File: src/rtl/load_use_scoreboard.sv
// rtl/load_use_scoreboard.sv - per-register countdown load-use hazard unit between ID and EX
//
// Stalls ID, bubbles ID/EX and holds the fetch PC until every source register
// read by the ID instruction can be forwarded. Each architectural register has
// a 4-bit countdown that is armed by a load in EX, so memory latency may span
// several cycles.
//
// Optional feature macro: LOAD_USE_PERF_EN (adds stall_cycles / stall_events).
//
// Ports:
//   clk, reset_n                      clock, asynchronous active-low reset
//   valid_ex, flush_ex                EX holds a live instruction / EX squashed
//   mem_read_ex, reg_write_ex, rd_ex  EX is a load / writes rd_ex / destination
//   valid_id, flush_id                ID holds a live instruction / ID squashed
//   rn_id, rm_id, use_rn_id, use_rm_id  ID sources and their use qualifiers
//   pc_id                             PC of the ID instruction
//   stall_id                          zero ID/EX controls and hold IF/ID
//   pc_write, pc_if                   PC reload strobe and value (pc_id on stall)
//   busy                              any scoreboard counter nonzero
//   stall_cycles, stall_events        perf counters (LOAD_USE_PERF_EN only)

`timescale 1ns/1ps

module load_use_scoreboard #(
  parameter int REG_ADDR_W   = 5,
  parameter int PC_W         = 32,
  parameter int LOAD_LATENCY = 1,   // legal range 1..15
  parameter int ZERO_REG     = 31
) (
  input  logic                  clk,
  input  logic                  reset_n,
  input  logic                  valid_ex,
  input  logic                  flush_ex,
  input  logic                  mem_read_ex,
  input  logic                  reg_write_ex,
  input  logic [REG_ADDR_W-1:0] rd_ex,
  input  logic                  valid_id,
  input  logic                  flush_id,
  input  logic [REG_ADDR_W-1:0] rn_id,
  input  logic [REG_ADDR_W-1:0] rm_id,
  input  logic                  use_rn_id,
  input  logic                  use_rm_id,
  input  logic [PC_W-1:0]       pc_id,
  output logic                  stall_id,
  output logic                  pc_write,
  output logic [PC_W-1:0]       pc_if,
  output logic                  busy
`ifdef LOAD_USE_PERF_EN
  ,
  output logic [31:0]           stall_cycles,
  output logic [15:0]           stall_events
`endif
);

  localparam int                     NREGS     = 1 << REG_ADDR_W;
  localparam logic [3:0]             LOAD_INIT = 4'(LOAD_LATENCY - 1);
  localparam logic [REG_ADDR_W-1:0]  ZERO_IDX  = REG_ADDR_W'(ZERO_REG);

  logic [3:0] cnt [NREGS];

  logic ld_ex;
  logic wr_ex;
  logic hit_rn;
  logic hit_rm;

  assign ld_ex = valid_ex & ~flush_ex & mem_read_ex & reg_write_ex & (rd_ex != ZERO_IDX);
  assign wr_ex = valid_ex & ~flush_ex & reg_write_ex & ~mem_read_ex & (rd_ex != ZERO_IDX);

  // The direct EX compare covers the first stall cycle; the counter covers
  // the remaining LOAD_LATENCY-1 cycles once the load has left EX.
  assign hit_rn = use_rn_id & (rn_id != ZERO_IDX) &
                  ((ld_ex & (rn_id == rd_ex)) | (cnt[rn_id] != 4'd0));
  assign hit_rm = use_rm_id & (rm_id != ZERO_IDX) &
                  ((ld_ex & (rm_id == rd_ex)) | (cnt[rm_id] != 4'd0));

  // Gated by reset_n so an in-flight load in EX cannot hold the stall while
  // the unit is being reset.
  assign stall_id = reset_n & valid_id & ~flush_id & (hit_rn | hit_rm);
  assign pc_write = stall_id;
  assign pc_if    = stall_id ? pc_id : '0;

  always_comb begin
    busy = 1'b0;
    for (int i = 0; i < NREGS; i++) begin
      busy = busy | (cnt[i] != 4'd0);
    end
  end

  // A younger ALU write to the same register clears the pending load (WAW):
  // the forwarding network supplies the younger value.
  always_ff @(posedge clk or negedge reset_n) begin
    if (!reset_n) begin
      for (int i = 0; i < NREGS; i++) begin
        cnt[i] <= 4'd0;
      end
    end else begin
      for (int i = 0; i < NREGS; i++) begin
        if (ld_ex && (rd_ex == REG_ADDR_W'(i))) begin
          cnt[i] <= LOAD_INIT;
        end else if (wr_ex && (rd_ex == REG_ADDR_W'(i))) begin
          cnt[i] <= 4'd0;
        end else if (cnt[i] != 4'd0) begin
          cnt[i] <= cnt[i] - 4'd1;
        end
      end
    end
  end

`ifdef LOAD_USE_PERF_EN
  logic stall_q;

  always_ff @(posedge clk or negedge reset_n) begin
    if (!reset_n) begin
      stall_q      <= 1'b0;
      stall_cycles <= 32'd0;
      stall_events <= 16'd0;
    end else begin
      stall_q      <= stall_id;
      stall_cycles <= stall_cycles + 32'(stall_id);
      stall_events <= stall_events + 16'(stall_id & ~stall_q);
    end
  end
`endif

endmodule

File: config.mk
export PLATFORM = sky130hd
export DESIGN_NAME = load_use_scoreboard
export DESIGN_NICKNAME = d
export VERILOG_FILES = /design/src/rtl/load_use_scoreboard.sv
export SDC_FILE = /design/constraint.sdc
export NUM_CORES = 1
export LEC_CHECK = 0
export CELL_PAD_IN_SITES_DETAIL_PLACEMENT = 2
export CELL_PAD_IN_SITES_GLOBAL_PLACEMENT = 2
export CORE_MARGIN = 10
export CORE_UTILIZATION = 36
export CTS_CLUSTER_DIAMETER = 80
export DETAILED_ROUTE_END_ITERATION = 8
export DONT_BUFFER_PORTS = 1
export GPL_TIMING_DRIVEN = 1
export PLACE_DENSITY = 0.74
export SYNTH_ARGS = -nofsm -noshare
export SYNTH_HDL_FRONTEND = slang
export SYNTH_SLANG_ARGS = --single-unit
File: constraint.sdc
create_clock -name clk -period 2.75 [get_ports clk]
set_clock_uncertainty 0.15 [all_clocks]
set_input_delay 0.4125 -clock clk [delete_from_list [all_inputs] [get_ports clk]]
set_output_delay 0.4125 -clock clk [all_outputs]
set_load 0.02 [all_outputs]
==> results of run 1 <==
-- area by class of cell --
type	count	area, um^2	share of cell area (%)
multi-input combinational	752	5840	47.6
sequential	128	3210	26.1
timing repair buffer	215	1850	15.0
clock buffer	21	470	3.83
tap	324	405	3.30
inverter	85	332	2.70
clock inverter	11	176	1.44
antenna	1	2.50	0.0204
-- power by group --
group | leakage, uW | internal, uW | switching [uW]
clock network | 0.000314 | 1600 | 1080
registers | 0.00154 | 2870 | 1130
logic | 0.00336 | 3900 | 4800
-- cells in the final DEF, fill, tap and decap left out, drive strengths merged, types with 9 or more instances in the layout --
cell    instances
mux4           10
a211oi         21
nand3          39
o22ai          33
or3            23
a21oi          70
nand3b         27
clkbuf         21
nor3           27
nor2          170
mux2i          14
o211ai         34
nand2b         45
buf           215
xnor2          36
dfrtp         128
nor4           37
nand2          27
ha             61
inv            87
o31ai           9
-- metal layers --
metal | track usage (%) | up-vias | wire length, um
li1 | - | 3949 | -
met1 | 28.9 | 4842 | 17100
met2 | 52.0 | 450 | 24800
met3 | 6.57 | 231 | 2880
met4 | 16.8 | 0 | 3200
met5 | 0 | - | 0
-- worst max-delay path, stage by stage (launching register included) --
cell	delay [ps]
dfrtp_1	410
nor4_4	490
o221ai_1	450
a31oi_2	360
o21ai_1	190
a21oi_4	210
buf_12	230
buf_12	170
o22ai_2	120
-- final timing paths --
path,startpoint,end,cells after the start
max,cnt[97],pc_if[10],8
min,reset_n,cnt[117],0
max reg2reg,cnt[97],cnt[97],13
min reg2reg,cnt[0],cnt[0],2
max in group asynchronous,reset_n,cnt[59],0
min in group clk,rd_ex[1],cnt[15],2
-- timing repair --
| action | 4_1_cts | 5_1_grt |
|---|---|---|
| pin swaps | 43 | 20 |
| endpoints found under the setup margin | 35 | 35 |
| gates resized for setup | 87 | 37 |
| hold endpoints to repair | 128 | 128 |
| buffers inserted | 26 | 8 |
-- per-stage QoR --
stage	hold slack, ps	util, %
final	-507	50.4
after global placement	-22.6	44.2
after detailed placement	-23.0	44.2
after floorplan	-33.1	-
after CTS	-498	49.4
after global routing	-514	50.4
-- cell families after synthesis --
logic type	share of synthesized area [%]
AND/OR/NAND/NOR	24.9
AO/OA/AOI/OAI	16.5
flip-flops	35.7
buffers and inverters	6.00
adder cells (fa/ha/maj)	8.52
XOR/XNOR	4.11
multiplexers	4.25
==> impl_metrics.tcl, run 1 <==
set metrics [dict create \
    status "finished with violations" \
    violations "hold timing, setup timing" \
    layout_setup_ws_ps -935 \
    hold_path_class "primary input to asynchronous set/reset pin" \
    wl_per_cell_um 31.3 \
    leakage_uw 0.00521 \
    n_fill_cell 2536 \
    grt.overflow.total 0 \
    ys_seq_area_share_pct 35.7 \
    cp_max_fo 17 \
    hpwlAfterDp_um 25200 \
    max_slew.worst_pin.slew_ps 769 \
    maxCapViolations 0 \
    syn_inst 1002 \
    place.gp.congestion 0.840 \
    critPathLaunchType "register" \
    synth_common_cells "nor2_1 (170), dfrtp_1 (128), inv_1 (81), a21oi_1 (70), ha_1 (61)" \
    cts_root_buf "clkbuf_16" \
    core.rowCount 57 \
    antenna_found_initial 1 \
    ys_warn_count 0 \
    postPlaceCellArea_um2 10800 \
    grt_max_degree 130 \
    slew_headroom_pct 48.7 \
    dp_slack_ps -376 \
    largest_reg_flops 128 \
    synth-main-ff-cell "dfrtp_1" \
    ios 92 \
    synth_top_area_share_pct 35.7 \
    criticalPathCategory "register to output pin" \
    clk-insertion-delay-late_ps 470 \
    viasPerCell 6.16 \
    grt_pass1_wl_um 68000 \
    async_reset_ff_share_pct 100 \
    crit_required_ps 2190 \
    maxSlewViolCount 0 \
    period_needed_ps 3680 \
    initial_core_util_pct 36.7 \
    netlist_area_um2 8960 \
    fmax_mhz 271 \
    final_area_um2 12300 \
    ant_nets 0 \
    num_vias 9472 \
    synth_cell_types 61 \
    drt_pass1_iterations 5 \
    reg2reg_setup_slack_ps 560 \
    die_w_um 178 \
    avgSynthCellArea_um2 8.94 \
    dieArea_um2 31600 \
    remaining_drc_errors 0 \
    cts_buffer_depth 2 \
    grt_pass1_vias 10700 \
    regMostFlops "cnt" \
    cts_max_level 4 \
    setup_viol 35 \
    clk_pin_slew_ps 70 \
    fin_crit_sh_pct 134 \
    die_y_um 178 \
    tns_ps -30830 \
    yosysMostFrequentCell "nor2_1" \
    rsz0062_at_grt "yes" \
    drt_iter0_markers 817 \
    synthToLayoutAreaGrowth_pct 37.1 \
    reg_top3 "cnt (128)" \
    dpl.cell_count 1475 \
    hold_viol_final 128 \
    portBuffers 0 \
    ys_top_cells_by_area "dfrtp_1 (36%), ha_1 (8.5%), nor2_1 (7.1%), o22ai_2 (4.2%), a21oi_1 (3.9%)" \
    max-vdd-ir-drop_uv 516 \
    final_layout_size_suffix_gt1_share_pct 30.7 \
    core-area_um2 24400 \
    end_kind "output pin" \
    numCtsBuffers 17 \
    synth_edf_count 0 \
    fin_total_pwr_uw 15400 \
    worstPathArrival_ps 3120 \
    whs_ps -507 \
    power_density_nw_per_um2 1250 \
    ys_seq_elements 128 \
    synth.largest_area_cell "dfrtp_1" \
    finalNetCount 1317 \
    final_cells 1537 \
    grt.total_usage_pct 28.4 \
    cts.sinks 128 \
    drt_wl_total_um 48000 \
    synth_fp_nets 1120 \
    tritoncts "built" \
]
(Power assumes the default switching activity.)
==> inputs of run 2 (changes only) <==
BUFFER_PORTS_ARGS = -buffer_cell sky130_fd_sc_hd__buf_2   (was default)
CORE_UTILIZATION = 34   (was 36)
DONT_BUFFER_PORTS = default   (was 1)
PLACE_DENSITY = 0.76   (was 0.74)
==> run 2 against run 1 <==
Effect of this change: the run still ends with hold timing, setup timing left; global-route usage increased by 2.7 points; sequential share of layout area decreased by 2.0 points; first-iteration DRC count increased by 14%; clock power about the same; via count increased by 7.7%; wire length increased by 11%; final cell count increased by 8.7%; utilization increased by 1.1 points; count of clock-buffer cells in the layout decreased by 1; critical endpoint is now pc_if[25].
==> impl_metrics.tcl, run 2 (same netlist as run 1, synthesis figures left out) <==
set metrics [dict create \
    status "finished with violations" \
    violations "hold timing, setup timing" \
    clk_pin_slew_ps 70 \
    core.rowCount 59 \
    period_needed_ps 3690 \
    regMostFlops "cnt" \
    hpwlAfterDp_um 26200 \
    use_met1_pct 32.0 \
    maxCapViolations 0 \
    fin_crit_sh_pct 134 \
    swShare_pct 46.5 \
    crit_chain "nor4_1, buf_4, mux4_2, or3_1, o31ai_2, nor4_4, buf_6, buf_8, buf_16, o22ai_4, buf_6" \
    whs_ps -128 \
    numCtsBuffers 17 \
    final_util_pct 51.4 \
    p_switching_uw 7560 \
    remaining_drc_errors 0 \
    dp_slack_ps -274 \
    maxSlewViolCount 0 \
    final_layout_size_suffix_gt1_share_pct 37.7 \
    met3_usage_pct 6.33 \
    reg_top3 "cnt (128)" \
    grt.overflow.total 0 \
    final_area_um2 13400 \
    portBuffers 91 \
    drt_pass1_iterations 6 \
    cts_root_buf "clkbuf_16" \
    max-vdd-ir-drop_uv 462 \
    ios 92 \
    wl_per_cell_um 32.1 \
    crit_required_ps 2190 \
    final_cell_mix "buf_4 (218), nor2_1 (167), dfrtp_1 (113)" \
    initial_core_util_pct 34.5 \
    dieArea_um2 33200 \
    worstPathArrival_ps 3130 \
    grt_max_degree 129 \
    fmax_mhz 271 \
    p_clk_share_pct 16.5 \
    leakage_uw 0.00585 \
    final_common_cell "buf_4" \
    clk-insertion-delay-late_ps 470 \
    cts_buffer_depth 2 \
    dpl.cell_count 1593 \
    met2_usage_pct 56.0 \
    slew_headroom_pct 40.6 \
    cp_slowest_cell "nor4_1" \
    finalNetCount 1437 \
    cpPeakStageDelay_ps 510 \
    seq_power_share_pct 25.1 \
    drt_iter0_markers 928 \
    power.internal_uw 8690 \
    drt_wl_total_um 53500 \
    hold_viol_final 73 \
    postPlaceCellArea_um2 11300 \
    cp_max_fo 8 \
    grt_pass1_wl_um 78300 \
    core-area_um2 26000 \
    synthToLayoutAreaGrowth_pct 49.2 \
    die_y_um 182 \
    largest_reg_flops 128 \
    n_fill_cell 2681 \
    hold_path_class "primary input to asynchronous set/reset pin" \
    cts_hold_buf 0 \
    place.gp.congestion 0.896 \
    die_w_um 182 \
    grt_pass1_vias 11600 \
    setup_viol 35 \
    combPwrFrac_pct 58.4 \
    ant_nets 0 \
    r2r_start "cnt[84]" \
    gr-max-usage-layer "met2" \
    crit_path_start "cnt[32]" \
    worst_path_most_repeated_cell "buf_6" \
    tns_ps -30040 \
    critPathLaunchType "register" \
    final_cells 1670 \
    criticalPathCategory "register to output pin" \
    max_slew.worst_pin.slew_ps 890 \
    power_density_nw_per_um2 1220 \
    cts.sinks 128 \
    rsz0062_at_grt "yes" \
    grt.total_usage_pct 31.1 \
    viasPerCell 6.11 \
    cts_max_level 4 \
    end_kind "output pin" \
    num_vias 10200 \
    layout_setup_ws_ps -939 \
    tritoncts "built" \
    antenna_found_initial 3 \
]
## run 2: path summary, 6_finish.rpt
check,endpoint,slack (ps),depth (start not counted)
setup / recovery,pc_if[25],-940,11
hold / removal,cnt[123],-130,2
setup reg to reg,cnt[85],570,6
hold reg to reg,cnt[1],420,2
max in group asynchronous,cnt[61],1800,2
min in group clk,cnt[15],270,3
## run 2: critical path, delay by kind of cell (launching register included)
family,cells,cell delay [ps]
AO/OA/AOI/OAI,2,200
buffers and inverters,5,920
flip-flops,1,410
multiplexers,1,240
AND/OR/NAND/NOR,3,880
## run 2: per-layer routing
layer / share of wire, % / vias up
met3: 5.3 / 235
met5: 0 / -
met1: 36 / 5231
li1: - / 4194
met2: 52 / 544
met4: 6.7 / 0
## run 2: cell type report
class	instances	area, um^2	share of cell area, %
Antenna cell	3	7.51	0.0562
Clock buffer	20	457	3.42
Clock inverter	12	183	1.37
Inverter	85	327	2.44
Multi-Input combinational cell	752	5910	44.2
Sequential cell	128	3220	24.1
Tap cell	335	419	3.14
Timing Repair Buffer	335	2840	21.3
## run 2: repair_timing
item,in CTS,in global routing
setup endpoints to repair,35,35
pin swaps,55,44
resized for setup,164,46
setup buffers,26,19
cloned,9,2
## run 2: per-stage QoR
step           hold slack (ps)  total power (uW)
3_3_place_gp               363             10100
6_report                  -128             16300
5_1_grt                   10.6             17000
2_1_floorplan            -33.1              7390
3_5_place_dp               381             10700
4_1_cts                   2.00             14800
## run 2: power groups by stage
stage / Combinational (uW) / Sequential, uW / Clock, uW
floorplan: 3750 / 3640 / 0
global placement: 6460 / 3590 / 0
detailed placement: 7060 / 3690 / 0
CTS: 8320 / 3850 / 2600
global route: 10100 / 4150 / 2750
finish: 9490 / 4080 / 2690
